### config.mk
export PLATFORM = sky130hd
export DESIGN_NAME = motoro3_gate_driver
export DESIGN_NICKNAME = d
export VERILOG_FILES = /design/src/rtl/motoro3_gate_driver.sv
export SDC_FILE = /design/constraint.sdc
export NUM_CORES = 1
export LEC_CHECK = 0
export CELL_PAD_IN_SITES_DETAIL_PLACEMENT = 0
export CELL_PAD_IN_SITES_GLOBAL_PLACEMENT = 1
export CORE_MARGIN = 2
export CORE_UTILIZATION = 46
export CTS_CLUSTER_DIAMETER = 150
export DETAILED_ROUTE_END_ITERATION = 7
export PLACE_DENSITY = 0.85
export REMOVE_ABC_BUFFERS = 1
export SETUP_SLACK_MARGIN = 0.2
export SLEW_MARGIN = 20
export SYNTH_ARGS = -nofsm -noshare
export SYNTH_HDL_FRONTEND = slang
export SYNTH_SLANG_ARGS = --single-unit
### constraint.sdc
create_clock -name clk -period 3.5 [get_ports clk]
set_input_delay 0.35 -clock clk [delete_from_list [all_inputs] [get_ports clk]]
set_output_delay 0.35 -clock clk [all_outputs]
set_load 0.1 [all_outputs]
### src/rtl/motoro3_gate_driver.sv
// Six-output gate driver for the motoro3 six-step sequencer: per-phase dead-time FSMs plus a
// latched over-current shutdown. Define MOTORO3_GD_SYNC_RECT_EN for synchronous rectification.
module motoro3_gate_driver #(
  parameter int unsigned DEAD_CYC = 20,
  parameter int unsigned DT_W     = 8
) (
  input  logic       clk,
  input  logic       rst,
  input  logic       pwm,
  input  logic       aE,
  input  logic       aH1_L0,
  input  logic       bE,
  input  logic       bH1_L0,
  input  logic       cE,
  input  logic       cH1_L0,
  input  logic [3:0] m3step,
  input  logic       ocp,
  input  logic       fault_clr,
  output logic       aHS,
  output logic       aLS,
  output logic       bHS,
  output logic       bLS,
  output logic       cHS,
  output logic       cLS,
  output logic       gd_fault,
  output logic       gd_ready
);

  typedef enum logic [1:0] {StIdle, StHigh, StLow, StDead} phase_st_e;

  localparam logic [DT_W-1:0] DeadLoad = DT_W'(DEAD_CYC - 1);

  phase_st_e       state_q [3];
  phase_st_e       state_d [3];
  logic [DT_W-1:0] cnt_q   [3];
  logic [DT_W-1:0] cnt_d   [3];
  logic [2:0]      hs_q, hs_d;
  logic [2:0]      ls_q, ls_d;
  logic            ocp_meta_q, ocp_sync_q;
  logic            gd_fault_q, gd_fault_d;

  logic [2:0] en, lvl;
  logic [2:0] req_h, req_l;
  logic       step_ok;
  logic       force_dead;

  assign en      = {cE, bE, aE};
  assign lvl     = {cH1_L0, bH1_L0, aH1_L0};
  assign step_ok = (m3step != 4'd0) && (m3step <= 4'd6);
  // Hold every phase in DEAD from the first synchronised ocp until the fault is cleared, so
  // the dead time restarts from the clearing edge.
  assign force_dead = ocp_sync_q | gd_fault_q;

  always_comb begin
    req_h = '0;
    req_l = '0;
    for (int i = 0; i < 3; i++) begin
      if (step_ok && !gd_fault_q) begin
        req_h[i] = en[i] & lvl[i] & pwm;
`ifdef MOTORO3_GD_SYNC_RECT_EN
        req_l[i] = en[i] & (~lvl[i] | ~pwm);
`else
        req_l[i] = en[i] & ~lvl[i];
`endif
      end
    end
  end

  always_comb begin
    gd_fault_d = gd_fault_q;
    if (!gd_fault_q && ocp_sync_q) begin
      gd_fault_d = 1'b1;
    end else if (gd_fault_q && fault_clr && !ocp_sync_q) begin
      gd_fault_d = 1'b0;
    end
  end

  always_comb begin
    hs_d = '0;
    ls_d = '0;
    for (int i = 0; i < 3; i++) begin
      state_d[i] = state_q[i];
      cnt_d[i]   = cnt_q[i];
      case (state_q[i])
        StIdle: begin
          if (req_h[i]) begin
            state_d[i] = StHigh;
          end else if (req_l[i]) begin
            state_d[i] = StLow;
          end
        end
        StHigh: begin
          if (!req_h[i]) begin
            state_d[i] = StDead;
            cnt_d[i]   = DeadLoad;
          end
        end
        StLow: begin
          if (!req_l[i]) begin
            state_d[i] = StDead;
            cnt_d[i]   = DeadLoad;
          end
        end
        StDead: begin
          if (cnt_q[i] != '0) begin
            cnt_d[i] = cnt_q[i] - DT_W'(1);
          end else if (req_h[i]) begin
            state_d[i] = StHigh;
          end else if (req_l[i]) begin
            state_d[i] = StLow;
          end else begin
            state_d[i] = StIdle;
          end
        end
        default: begin
          state_d[i] = StDead;
          cnt_d[i]   = DeadLoad;
        end
      endcase
      if (force_dead) begin
        state_d[i] = StDead;
        cnt_d[i]   = DeadLoad;
      end
      // Gate outputs are registered copies of the next state, so HS/LS can never overlap.
      hs_d[i] = (state_d[i] == StHigh);
      ls_d[i] = (state_d[i] == StLow);
    end
  end

  always_ff @(posedge clk) begin
    if (rst) begin
      for (int i = 0; i < 3; i++) begin
        state_q[i] <= StDead;
        cnt_q[i]   <= DeadLoad;
      end
      hs_q       <= '0;
      ls_q       <= '0;
      ocp_meta_q <= 1'b0;
      ocp_sync_q <= 1'b0;
      gd_fault_q <= 1'b0;
    end else begin
      for (int i = 0; i < 3; i++) begin
        state_q[i] <= state_d[i];
        cnt_q[i]   <= cnt_d[i];
      end
      hs_q       <= hs_d;
      ls_q       <= ls_d;
      ocp_meta_q <= ocp;
      ocp_sync_q <= ocp_meta_q;
      gd_fault_q <= gd_fault_d;
    end
  end

  assign aHS      = hs_q[0];
  assign aLS      = ls_q[0];
  assign bHS      = hs_q[1];
  assign bLS      = ls_q[1];
  assign cHS      = hs_q[2];
  assign cLS      = ls_q[2];
  assign gd_fault = gd_fault_q;
  assign gd_ready = (state_q[0] != StDead) && (state_q[1] != StDead) && (state_q[2] != StDead);

endmodule

Word level (Yosys, flattened, before mapping) --
Memories as Yosys holds them, arrays and structs flattened. Index checks and enable logic that the tools add are counted.
Storage, ports and cells: word-level logic and storage cells 124, memories 2, input bits 15, memory bits (writable) 30, output and inout port bits 8, bits in registers 9
Cells by class: order comparisons 1, reductions and logical operators 17, equal/unequal tests 18, bitwise operators 19, multiplexer cells 59, add/sub/neg operators 3
Memory list:
- cnt_q | words 3, width 8, rd ports 3, clocked after Yosys merged registers in 0, write ports 3, RTL line 35 | logic [DT_W-1:0] cnt_q [3];
- state_q | words 3, width 2, rd ports 3, clocked after Yosys merged registers in 0, write ports 3, RTL line 33 | phase_st_e state_q [3];
Operators with widths (count):
- two-way mux 8 bit | 15
- one-hot mux 8 bit (3 select lines) | 3
- two-way mux 2 bit | 27
- one-hot mux 2 bit (4 select lines) | 3
- nonzero test 8 bit | 3
- subtractor 8 x 1 -> 8 bit, second input constant | 3
- equality test 2 bit, second input constant | 9
- equality test 2 x 1 -> 1 bit, second input constant | 6
- two-way mux 1 bit | 11
- bitwise AND 1 bit | 9
- logical AND 1 bit | 7
- bitwise OR 1 bit | 7
- logical NOT 2 bit | 3
- inequality test 2 bit, second input constant | 3
- less-or-equal comparator 4 x 3 -> 1 bit, second input constant | 1
- nonzero test 4 bit | 1
- inverter 1 bit | 3
- logical NOT 1 bit | 2
- nonzero test 2 bit | 1

Longest topological paths before layout --
word-level depth 10, depth in mapped cells 8, depth with buffers taken out 7

Worst setup path after synthesis --
OpenSTA, ideal clock, no wires.
kind reg-to-output, start point mem state_q[0][4] (netlist name), end point out gd_ready, path buffers 0, arrival 2898 ps, path slack 252 ps, stages on the path, launching flop included 3, required time 3150 ps, path through dfxtp_1 -> ha_1 -> a211oi_1
RTL lines:
- from (decl) | RTL line 33
- to (decl) | RTL line 26 | output logic gd_ready

Final worst setup path --
start point reg gd_fault_q, in the netlist gd_fault, end point out gd_fault
RTL lines:
- from (decl) | RTL line 40 | logic gd_fault_q, gd_fault_d;
- from (signal assigned) | RTL line 150 | gd_fault_q <= gd_fault_d;
- to (decl) | RTL line 25 | output logic gd_fault,
No word-level cell between the ends.

==> impl_results.md <==
* Status: completed
* NetSw at 508 uW
* Area growth syn-to-layout at 17.4%
* Actual slew at the worst max-slew pin at 0.964 ns
* Vias per inst at 5.64
* Register area share after synthesis at 34.3%
* Post-synth EDFFs at 0
* Share of layout cells above drive strength 1 at 8.56%
* Post-Synthesis Cells at 267
* Number of CTS-inserted buffers at 5
* Crit end category: output pin
* Register-to-register path setup slack at 1.24 ns
* Most frequent cell after synthesis: dfxtp_1
* Post-Synth XOR/XNOR Area at 2.69%
* Ys async rst share at 0%
* PortBufs at 22
* Drt first pass iters at 4
* Hold buffers post-CTS at 0
* CP arrival at 1.99 ns
* WS Path Type: register to output pin
* Root Driver: clkbuf_8
* Max cap viols at 0
* Clock latency on the worst-skew pair at 0.29 ns
* Gp weighted congestion at 0.788
* First-pass GRT wire length at 8180 um
* Hold Path Class: register to register
* Routed WL at 4960 um
* Fin crit share at 66.8%
* Critical Path Slowest Stage Cell: clkdlybuf4s50_1
* Initial drt markers at 123
* Largest net degree at the start of global routing at 17
* Crit-path max FO at 10
* VDD IR max at 0.000214 V
* Compound-Gate Fraction of Synth Area at 22.4%
* Synth Area in Simple Gates at 29.4%
* CTS tree: done
* CP Cell Sequence: clkdlybuf4s50_1
* Drt drc at 0
* Max Root-Sink Buffers at 2
* Die area at 5530 um^2
* CP max stage delay at 1.19 ns
* Initial antenna violation count at 0
* Cell Rows at 25
* Cell area after synthesis at 2280 um^2
* Final core utilization at 56.2%
* Cts repair resizes at 0
* Adder-cell share of the synthesized area at 6.04%
* Yosys reg bits at 39
* Worst Skew at 0.00633 ns
* Leak pwr at 0.00101 uW
* Mux share of post-synthesis cell area at 0.879%
* Overflow after GRT at 0
* Minimum clock period at 2.34 ns
* CTS sink cnt at 39
* Cell taking the most area after synthesis: dfxtp_1
* Core area at 4750 um^2
* Worst Path Required at 3.15 ns
* Chip height at 74.4 um
* Power Density at 533 nW/um^2
* Top cells by area, synth: dfxtp_1 34%, ha_1 6.0%, nand2_1 4.0%
* Post-CTS Setup Bufs at 0
* RSZ-0062 raised after global routing: no
* Synth top area share at 34.3%
* YS warnings at 0
* FMAX at 428 MHz
* Vias in the first global route at 1829
* Clock Pin Slew Worst Setup and Hold Paths at 0.07 ns
* CP delay by family, top: buffers and inverters
* WL/cell at 13.8 um
* Final Hold Vio Count at 0
* Netlist cell types at 58
* Worst setup SP type: register
* Slew Viols, Final at 0
* Ports at 23
* Fin nets at 317
* Die width at 74.4 um
* Diode count at 0
* Crit path buf inv count at 1
* Avg Cell Area, Syn at 8.53 um^2
* Flop pwr share at 39.3%
* Via count at 2025
* Sw frac at 35.6%
* Most frequent cells after synthesis: 39 x dfxtp_1, 24 x nand2_1, 21 x nor2_1
* Starting density of the core at 47.9%
* Main synth FF type: dfxtp_1
* Gate power share at 33.3%
* TNS Setup at 0 ns
* Main combinational cell family by area after synthesis: simple AND/OR/NAND/NOR gates
* Final ANT Viol Nets at 0
* Clock group share of total power at 27.4%
* GRT Util Overall at 19.1%
* H-tree Lvls at 2
* Hpwl dp at 3760 um
* Int Pwr at 917 uW
* Slew headroom at 35.6%
* Final setup viols at 0
## cell families after synthesis
kind of cell	after synthesis
compound gates	69
xor+xnor	7
fa+ha+maj	11
buf+inv	24
flops	39
mux	2
simple gates	115
## through the flow
step	hold WS [ns]	std cells	cell area (um^2)	worst slack (ns)	power [uW]
after floorplan	0.414	261	2250	0.252	924
after global placement	0.441	351	2560	1.04	1040
after detailed placement	0.433	351	2560	1.03	1040
after CTS	0.457	359	2670	1.15	1440
after global routing	0.468	359	2670	1.01	1520
final	0.448	359	2670	1.16	1430
## routing by layer
layer  global-route usage (%)  up-vias  wire length, um
met5                        0        -                0
li1                         -     1052                -
met3                     4.07        5              145
met2                     31.0       20             2280
met4                     7.14        0               66
met1                     25.1      948             2470
## power by group through the flow
stage | registers (uW) | logic, uW | clock network, uW
3_3_place_gp | 569 | 471 | 0
6_report | 560 | 475 | 391
5_1_grt | 573 | 532 | 418
3_5_place_dp | 570 | 472 | 0
2_1_floorplan | 620 | 304 | 0
4_1_cts | 560 | 475 | 402
## cell type report
| cell class | instances | area, um^2 |
|---|---|---|
| fill | 457 | 2080 |
| multi-input combinational | 204 | 1400 |
| sequential | 39 | 781 |
| timing repair buffer | 23 | 225 |
| tap | 67 | 83.8 |
| clock buffer | 6 | 82.6 |
| inverter | 18 | 67.6 |
| clock inverter | 2 | 35.0 |
## path summary, 6_finish.rpt
kind | cells past startpoint | start | end
worst max-delay path | 1 | gd_fault | gd_fault
worst min-delay path | 1 | ocp_meta_q | ocp_sync_q
worst max register to register | 7 | state_q[0][4] | cnt_q[0][19]
worst min register to register | 1 | ocp_meta_q | ocp_sync_q
## layout by cell type (no fill, tap or decap), types with 2 or more instances in the layout
cell             synthesis  routed
a211oi_1                 4       4
a21oi_1                 13      13
a31o_1                   2       2
a31oi_1                  8       8
and3_1                   3       3
buf_4                    0       2
clkbuf_8                 0       6
clkdlybuf4s50_1          0      21
dfxtp_1                 39      39
ha_1                    11      11
inv_1                   18      18
mux2i_1                  2       2
nand2_1                 24      24
nand3_1                 14      14
nand3b_1                 3       3
nand4_1                  6       6
nor2_1                  21      21
nor2b_1                  6       6
nor3_1                   7       7
nor4_1                   2       2
nor4b_1                  3       3
nor4bb_1                 2       2
o2111ai_1                3       3
o211ai_1                 7       7
o21a_1                   4       4
o21ai_0                  8       8
o221ai_1                 2       2
o31ai_2                  2       2
o41ai_1                  2       2
or3_1                   10      10
or4b_1                   2       2
or4b_4                   2       2
xnor2_1                  3       3
xor2_1                   4       4
## state kept, by name (all words and copies together), names as in the netlist
name	cells
ocp_sync_q	1
gd_fault	1
state_q	6
cnt_q	24
ocp_meta_q	1
ls_q	3
hs_q	3
Power figures use the tool's default switching activity.
